--- config.mk ---
export PLATFORM = sky130hd
export DESIGN_NAME = alu_nibble_link
export DESIGN_NICKNAME = d
export VERILOG_FILES = /design/src/rtl/alu_nibble_link.sv
export SDC_FILE = /design/constraint.sdc
export NUM_CORES = 1
export LEC_CHECK = 0
export ABC_AREA = 1
export CAP_MARGIN = 15
export CELL_PAD_IN_SITES_DETAIL_PLACEMENT = 0
export CELL_PAD_IN_SITES_GLOBAL_PLACEMENT = 1
export CORE_MARGIN = 2
export CORE_UTILIZATION = 29
export DETAILED_ROUTE_END_ITERATION = 12
export GPL_TIMING_DRIVEN = 0
export PLACE_DENSITY = 0.72
export SYNTH_ARGS = -nofsm -noshare
export SYNTH_HDL_FRONTEND = slang
export SYNTH_SLANG_ARGS = --single-unit
--- constraint.sdc ---
create_clock -name clk -period 1.9 [get_ports clk]
set_input_delay 0.19 -clock clk [delete_from_list [all_inputs] [get_ports clk]]
set_output_delay 0.19 -clock clk [all_outputs]
set_load 0.05 [all_outputs]
--- src/rtl/alu_nibble_link.sv ---
// rtl/alu_nibble_link.sv - nibble-serial add/sub front end with accumulator and valid/ready handshake
module alu_nibble_link #(
  parameter logic [3:0] ACC_INIT = 4'h0,
  parameter logic [7:0] TIMEOUT  = 8'd0
) (
  input  logic       clk,
  input  logic       rst_n,
  input  logic       ena,
  input  logic [7:0] ui_in,
  input  logic [7:0] uio_in,
  output logic [7:0] uo_out,
  output logic [7:0] uio_out,
  output logic [7:0] uio_oe
);

  typedef enum logic [2:0] {
    S_IDLE    = 3'd0,
    S_GET_A   = 3'd1,
    S_GET_B   = 3'd2,
    S_EXEC    = 3'd3,
    S_SEND_LO = 3'd4,
    S_SEND_HI = 3'd5
  } state_t;

  localparam logic [8:0] TO_LIMIT = {1'b0, TIMEOUT};
  localparam logic       TO_EN    = (TIMEOUT != 8'd0);

  state_t     state_q, state_d;
  logic [3:0] acc_q, acc_d;
  logic [3:0] a_q, a_d;
  logic [3:0] b_q, b_d;
  logic [3:0] res_q, res_d;
  logic       sel_q, sel_d;
  logic       mode_q, mode_d;
  logic       clr_q, clr_d;
  logic       flag_q, flag_d;
  logic       zero_q, zero_d;
  logic       err_q, err_d;
  logic [7:0] tcnt_q, tcnt_d;

  logic [3:0] in_nib;
  logic       in_valid;
  logic       out_ready;
  logic       in_ready;
  logic       out_valid;
  logic       accept;
  logic       in_get;
  logic       to_hit;
  logic [3:0] a_sel;
  logic [4:0] sum;
  logic [4:0] diff;
  logic [3:0] exec_r;
  logic       exec_flag;
  logic [3:0] out_nib;

  wire unused_inputs = &{1'b0, ena, uio_in, ui_in[7:6]};

  assign in_nib    = ui_in[3:0];
  assign in_valid  = ui_in[4];
  assign out_ready = ui_in[5];

  assign in_ready  = (state_q == S_IDLE) || (state_q == S_GET_A) || (state_q == S_GET_B);
  assign out_valid = (state_q == S_SEND_LO) || (state_q == S_SEND_HI);
  assign accept    = in_valid && in_ready;
  assign in_get    = (state_q == S_GET_A) || (state_q == S_GET_B);
  assign to_hit    = TO_EN && in_get && !accept && (({1'b0, tcnt_q} + 9'd1) == TO_LIMIT);

  // clr is applied only at EXEC so a timed-out frame leaves the accumulator untouched
  assign a_sel     = mode_q ? (clr_q ? ACC_INIT : acc_q) : a_q;
  assign sum       = {1'b0, a_sel} + {1'b0, b_q};
  assign diff      = {1'b0, a_sel} - {1'b0, b_q};
  assign exec_r    = sel_q ? diff[3:0] : sum[3:0];
  assign exec_flag = sel_q ? (a_sel < b_q) : sum[4];

  always_ff @(posedge clk or negedge rst_n) begin
    if (!rst_n) begin
      state_q <= S_IDLE;
      acc_q   <= ACC_INIT;
      a_q     <= 4'h0;
      b_q     <= 4'h0;
      res_q   <= 4'h0;
      sel_q   <= 1'b0;
      mode_q  <= 1'b0;
      clr_q   <= 1'b0;
      flag_q  <= 1'b0;
      zero_q  <= 1'b0;
      err_q   <= 1'b0;
      tcnt_q  <= 8'd0;
    end else begin
      state_q <= state_d;
      acc_q   <= acc_d;
      a_q     <= a_d;
      b_q     <= b_d;
      res_q   <= res_d;
      sel_q   <= sel_d;
      mode_q  <= mode_d;
      clr_q   <= clr_d;
      flag_q  <= flag_d;
      zero_q  <= zero_d;
      err_q   <= err_d;
      tcnt_q  <= tcnt_d;
    end
  end

  always_comb begin
    state_d = state_q;
    acc_d   = acc_q;
    a_d     = a_q;
    b_d     = b_q;
    res_d   = res_q;
    sel_d   = sel_q;
    mode_d  = mode_q;
    clr_d   = clr_q;
    flag_d  = flag_q;
    zero_d  = zero_q;
    err_d   = err_q;
    tcnt_d  = 8'd0;

    if (TO_EN && in_get && !accept && !to_hit) begin
      tcnt_d = tcnt_q + 8'd1;
    end

    case (state_q)
      S_IDLE: begin
        if (accept) begin
          sel_d   = in_nib[0];
          mode_d  = in_nib[1];
          clr_d   = in_nib[2];
          err_d   = 1'b0;
          state_d = in_nib[1] ? S_GET_B : S_GET_A;
        end
      end
      S_GET_A: begin
        if (accept) begin
          a_d     = in_nib;
          state_d = S_GET_B;
        end else if (to_hit) begin
          err_d   = 1'b1;
          state_d = S_IDLE;
        end
      end
      S_GET_B: begin
        if (accept) begin
          b_d     = in_nib;
          state_d = S_EXEC;
        end else if (to_hit) begin
          err_d   = 1'b1;
          state_d = S_IDLE;
        end
      end
      S_EXEC: begin
        res_d   = exec_r;
        acc_d   = exec_r;
        flag_d  = exec_flag;
        zero_d  = (exec_r == 4'h0);
        state_d = S_SEND_LO;
      end
      S_SEND_LO: begin
        if (out_ready) begin
          state_d = S_SEND_HI;
        end
      end
      S_SEND_HI: begin
        if (out_ready) begin
          state_d = S_IDLE;
        end
      end
      default: begin
        state_d = S_IDLE;
      end
    endcase
  end

  always_comb begin
    out_nib = 4'h0;
    if (state_q == S_SEND_LO) begin
      out_nib = res_q;
    end else if (state_q == S_SEND_HI) begin
      out_nib = {3'b000, flag_q};
    end
  end

  assign uo_out  = {flag_q, zero_q, out_valid, in_ready, out_nib};
  assign uio_out = {err_q, state_q, acc_q};
  assign uio_oe  = 8'hFF;

endmodule
==> results.yml <==
run_status:
  status: "finished, violations left"
  violations: "negative setup slack"
cells_and_area:
  fin_area_um2: 1850
  stdcell_count: 270
  nNetsFinal: 248
  multi_input_area_um2: 773
  area_delta_synth_final_pct: 36.8
  drive_above_1_share_pct: 24.3
  ff_latch_area_um2: 503
  final_common_cell: "nand2_1"
  antenna_cells: 0
  mostFrequentLayoutCells: "nand2_1, inv_1, dfrtp_1"
  final_util_pct: 41.9
  nFillCells: 478
placed_design:
  globalplace.congestion: 0.787
  dp_hpwl_mm: 2.46
  place_area_um2: 1670
  placed_cells: 262
  io_buffers: 22
worst_setup_path:
  criticalPathCategory: "reg2reg"
  path_max_fanout: 5
  cp-start-kind: "register"
  arrival_ps: 2170
  worst_setup_path_end_kind: "register"
  required_ps: 2100
power:
  max-vdd-ir-drop_v: 0.000578
  powerDensity_nw_per_um2: 2000
  total_leakage_power_nw: 0.979
sta:
  setup_ws_ps: -67.2
  fin_skew_ps: 4.02
  hold_violations: 0
  worstMarginPinSlew_ps: 945
  final-max-slew-violation-count: 0
  relSlewSlack_pct: 36.8
  setup_tns_ps: -123
  finalCritPeriodShare_pct: 104
  rsz0062_at_grt: "yes"
  min_period_ps: 1970
  setup_viol: 2
  max_freq_mhz: 508
route:
  wl_per_cell_um: 12.1
  drc: 0
  vias: 1202
  drt_iter0_drc: 72
  wirelength_mm: 3.26
  postRouteAntennaNets: 0
  dr.pass1.iters: 4
  via_per_inst: 4.45
floorplanning:
  io_pins: 43
  core_um2: 4410
  die_h_um: 72.3
  row_count: 24
  die_area_um2: 5230
  die_x_um: 72.3
  start_util_pct: 30.6
synthesis:
  seq_area_frac_synth_pct: 37.0
  yosysWarnings: 0
  avgSynthCellArea_um2: 7.47
  ys_types: 22
  synthesis.area_um2: 1350
  yosys_register_bits: 20
  netlist_instances: 181
clock_network:
  cts-root-buf: "clkbuf_8"
  cts_htree_levels: 1
  numCtsBuffers: 3
  cts.sinks: 20
  path_clk_slew_ps: 80
  cts_buffer_depth: 2
  clkLatencyLatePin_ps: 260
  cts_tree: "yes"
grt:
  grt_pass1_vias: 1071
  grt_max_degree: 21
  grt_pass1_wl_mm: 5.12
  overflow: 0
  grt_use_total_pct: 12.7
  antenna_found_initial: 0
run:
  max_cap_viol_count: 0
hold_path:
  min_path_type: "in2async"
-- per-stage QoR --
stage / hold slack [ps] / setup slack (ps) / total power [mW]
floorplan: -106 / -44.9 / 2.32
global placement: 468 / -326 / 2.86
detailed placement: 473 / -309 / 2.88
CTS: 486 / -122 / 3.36
global route: 505 / -195 / 4.00
finish: 450 / -67.2 / 3.70
-- critical path: stages, from the launching register on --
cell and delay [ps]:
dfrtp_1 390, inv_2 110, nand2_1 70, a21boi_4 140, inv_2 80, ha_4 130, inv_2 40, fa_2 530
nand2_2 50, o21ai_2 70, nand2_1 70, nor2_1 80, nand3_1 80, nand2_1 70
-- what timing repair did --
item | in CTS | in global routing
setup buffers | 0 | 4
pin swaps | 0 | 9
gates cloned | 0 | 0
resized for setup | 26 | 25
hold buffers | 0 | 0
endpoints found under the setup margin | 11 | 9
-- synthesized netlist by cell type --
cell	number	share of area, %
a21boi_0	2	1.1
a21oi_1	4	1.5
buf_4	13	7.2
conb_1	2	0.56
dfrtp_1	20	37
fa_1	2	3.0
ha_1	8	7.4
inv_1	27	7.5
inv_2	1	0.28
nand2_1	48	13
nand2_2	1	0.46
nand2_4	1	0.83
nand3_1	15	5.6
nand3_2	1	0.74
nand4_1	1	0.46
nor2_1	13	3.6
nor2_4	2	1.7
o21a_1	1	0.56
o21ai_0	16	5.9
o21ai_1	1	0.37
o22ai_1	1	0.46
o31ai_1	1	0.56
-- final timing paths --
path                       slack (ps)  depth (start not counted)                   end                from
setup / recovery                  -70                         13    zero_q$_DFFE_PN0N_  mode_q$_DFFE_PN0P_
hold / removal                    450                          1    b_q[0]$_DFFE_PN0P_               rst_n
hold reg to reg                   480                          2    zero_q$_DFFE_PN0N_  zero_q$_DFFE_PN0N_
min in group clk                  480                          2    zero_q$_DFFE_PN0N_  zero_q$_DFFE_PN0N_
max in group asynchronous         810                          1  res_q[0]$_DFFE_PN0N_               rst_n
setup reg to reg                  -70                         13    zero_q$_DFFE_PN0N_  mode_q$_DFFE_PN0P_
-- area by class of cell --
type	count	share of cell area, %
plain buffers	13	5.27
clock buffers	3	2.23
clock inverters	1	1.62
inverters	28	5.68
multi-input cells	127	41.8
flip-flops and latches	20	27.2
well taps	52	3.52
repair buffers	26	12.7
-- flip-flops by register name, summed over array words and instances (netlist names) --
name     cells
b_q          4
flag_q       1
a_q          4
clr_q        1
res_q        4
mode_q       1
zero_q       1
sel_q        1
state_q      3
-- cell families (layout without fill, tap and decap cells) --
| family | after synthesis | in the layout | share of synthesized area [%] |
|---|---|---|---|
| AO/OA/AOI/OAI | 26 | 26 | 10.5 |
| other | 2 | 9 | 0.555 |
| adder cells (fa/ha/maj) | 10 | 10 | 10.4 |
| buffers and inverters | 41 | 71 | 15.0 |
| AND/OR/NAND/NOR | 82 | 82 | 26.6 |
| flip-flops | 20 | 20 | 37.0 |
-- where the power goes --
group	total [mW]	internal (mW)	leakage, nW	switching, mW
logic	2.41	0.938	0.695	1.47
clock network	0.431	0.281	0.0357	0.149
registers	0.865	0.626	0.248	0.239
total	3.70	1.85	0.979	1.86
-- metal layers --
layer  track usage (%)  vias up  part of all wire (%)
met5                 0        -                     0
met4              3.77        0                   1.3
li1                  -      621                     -
met2              19.5       30                    47
met1              18.1      547                    47
met3              2.50        4                   4.2
Note: power is estimated with default switching activity, not from simulation.
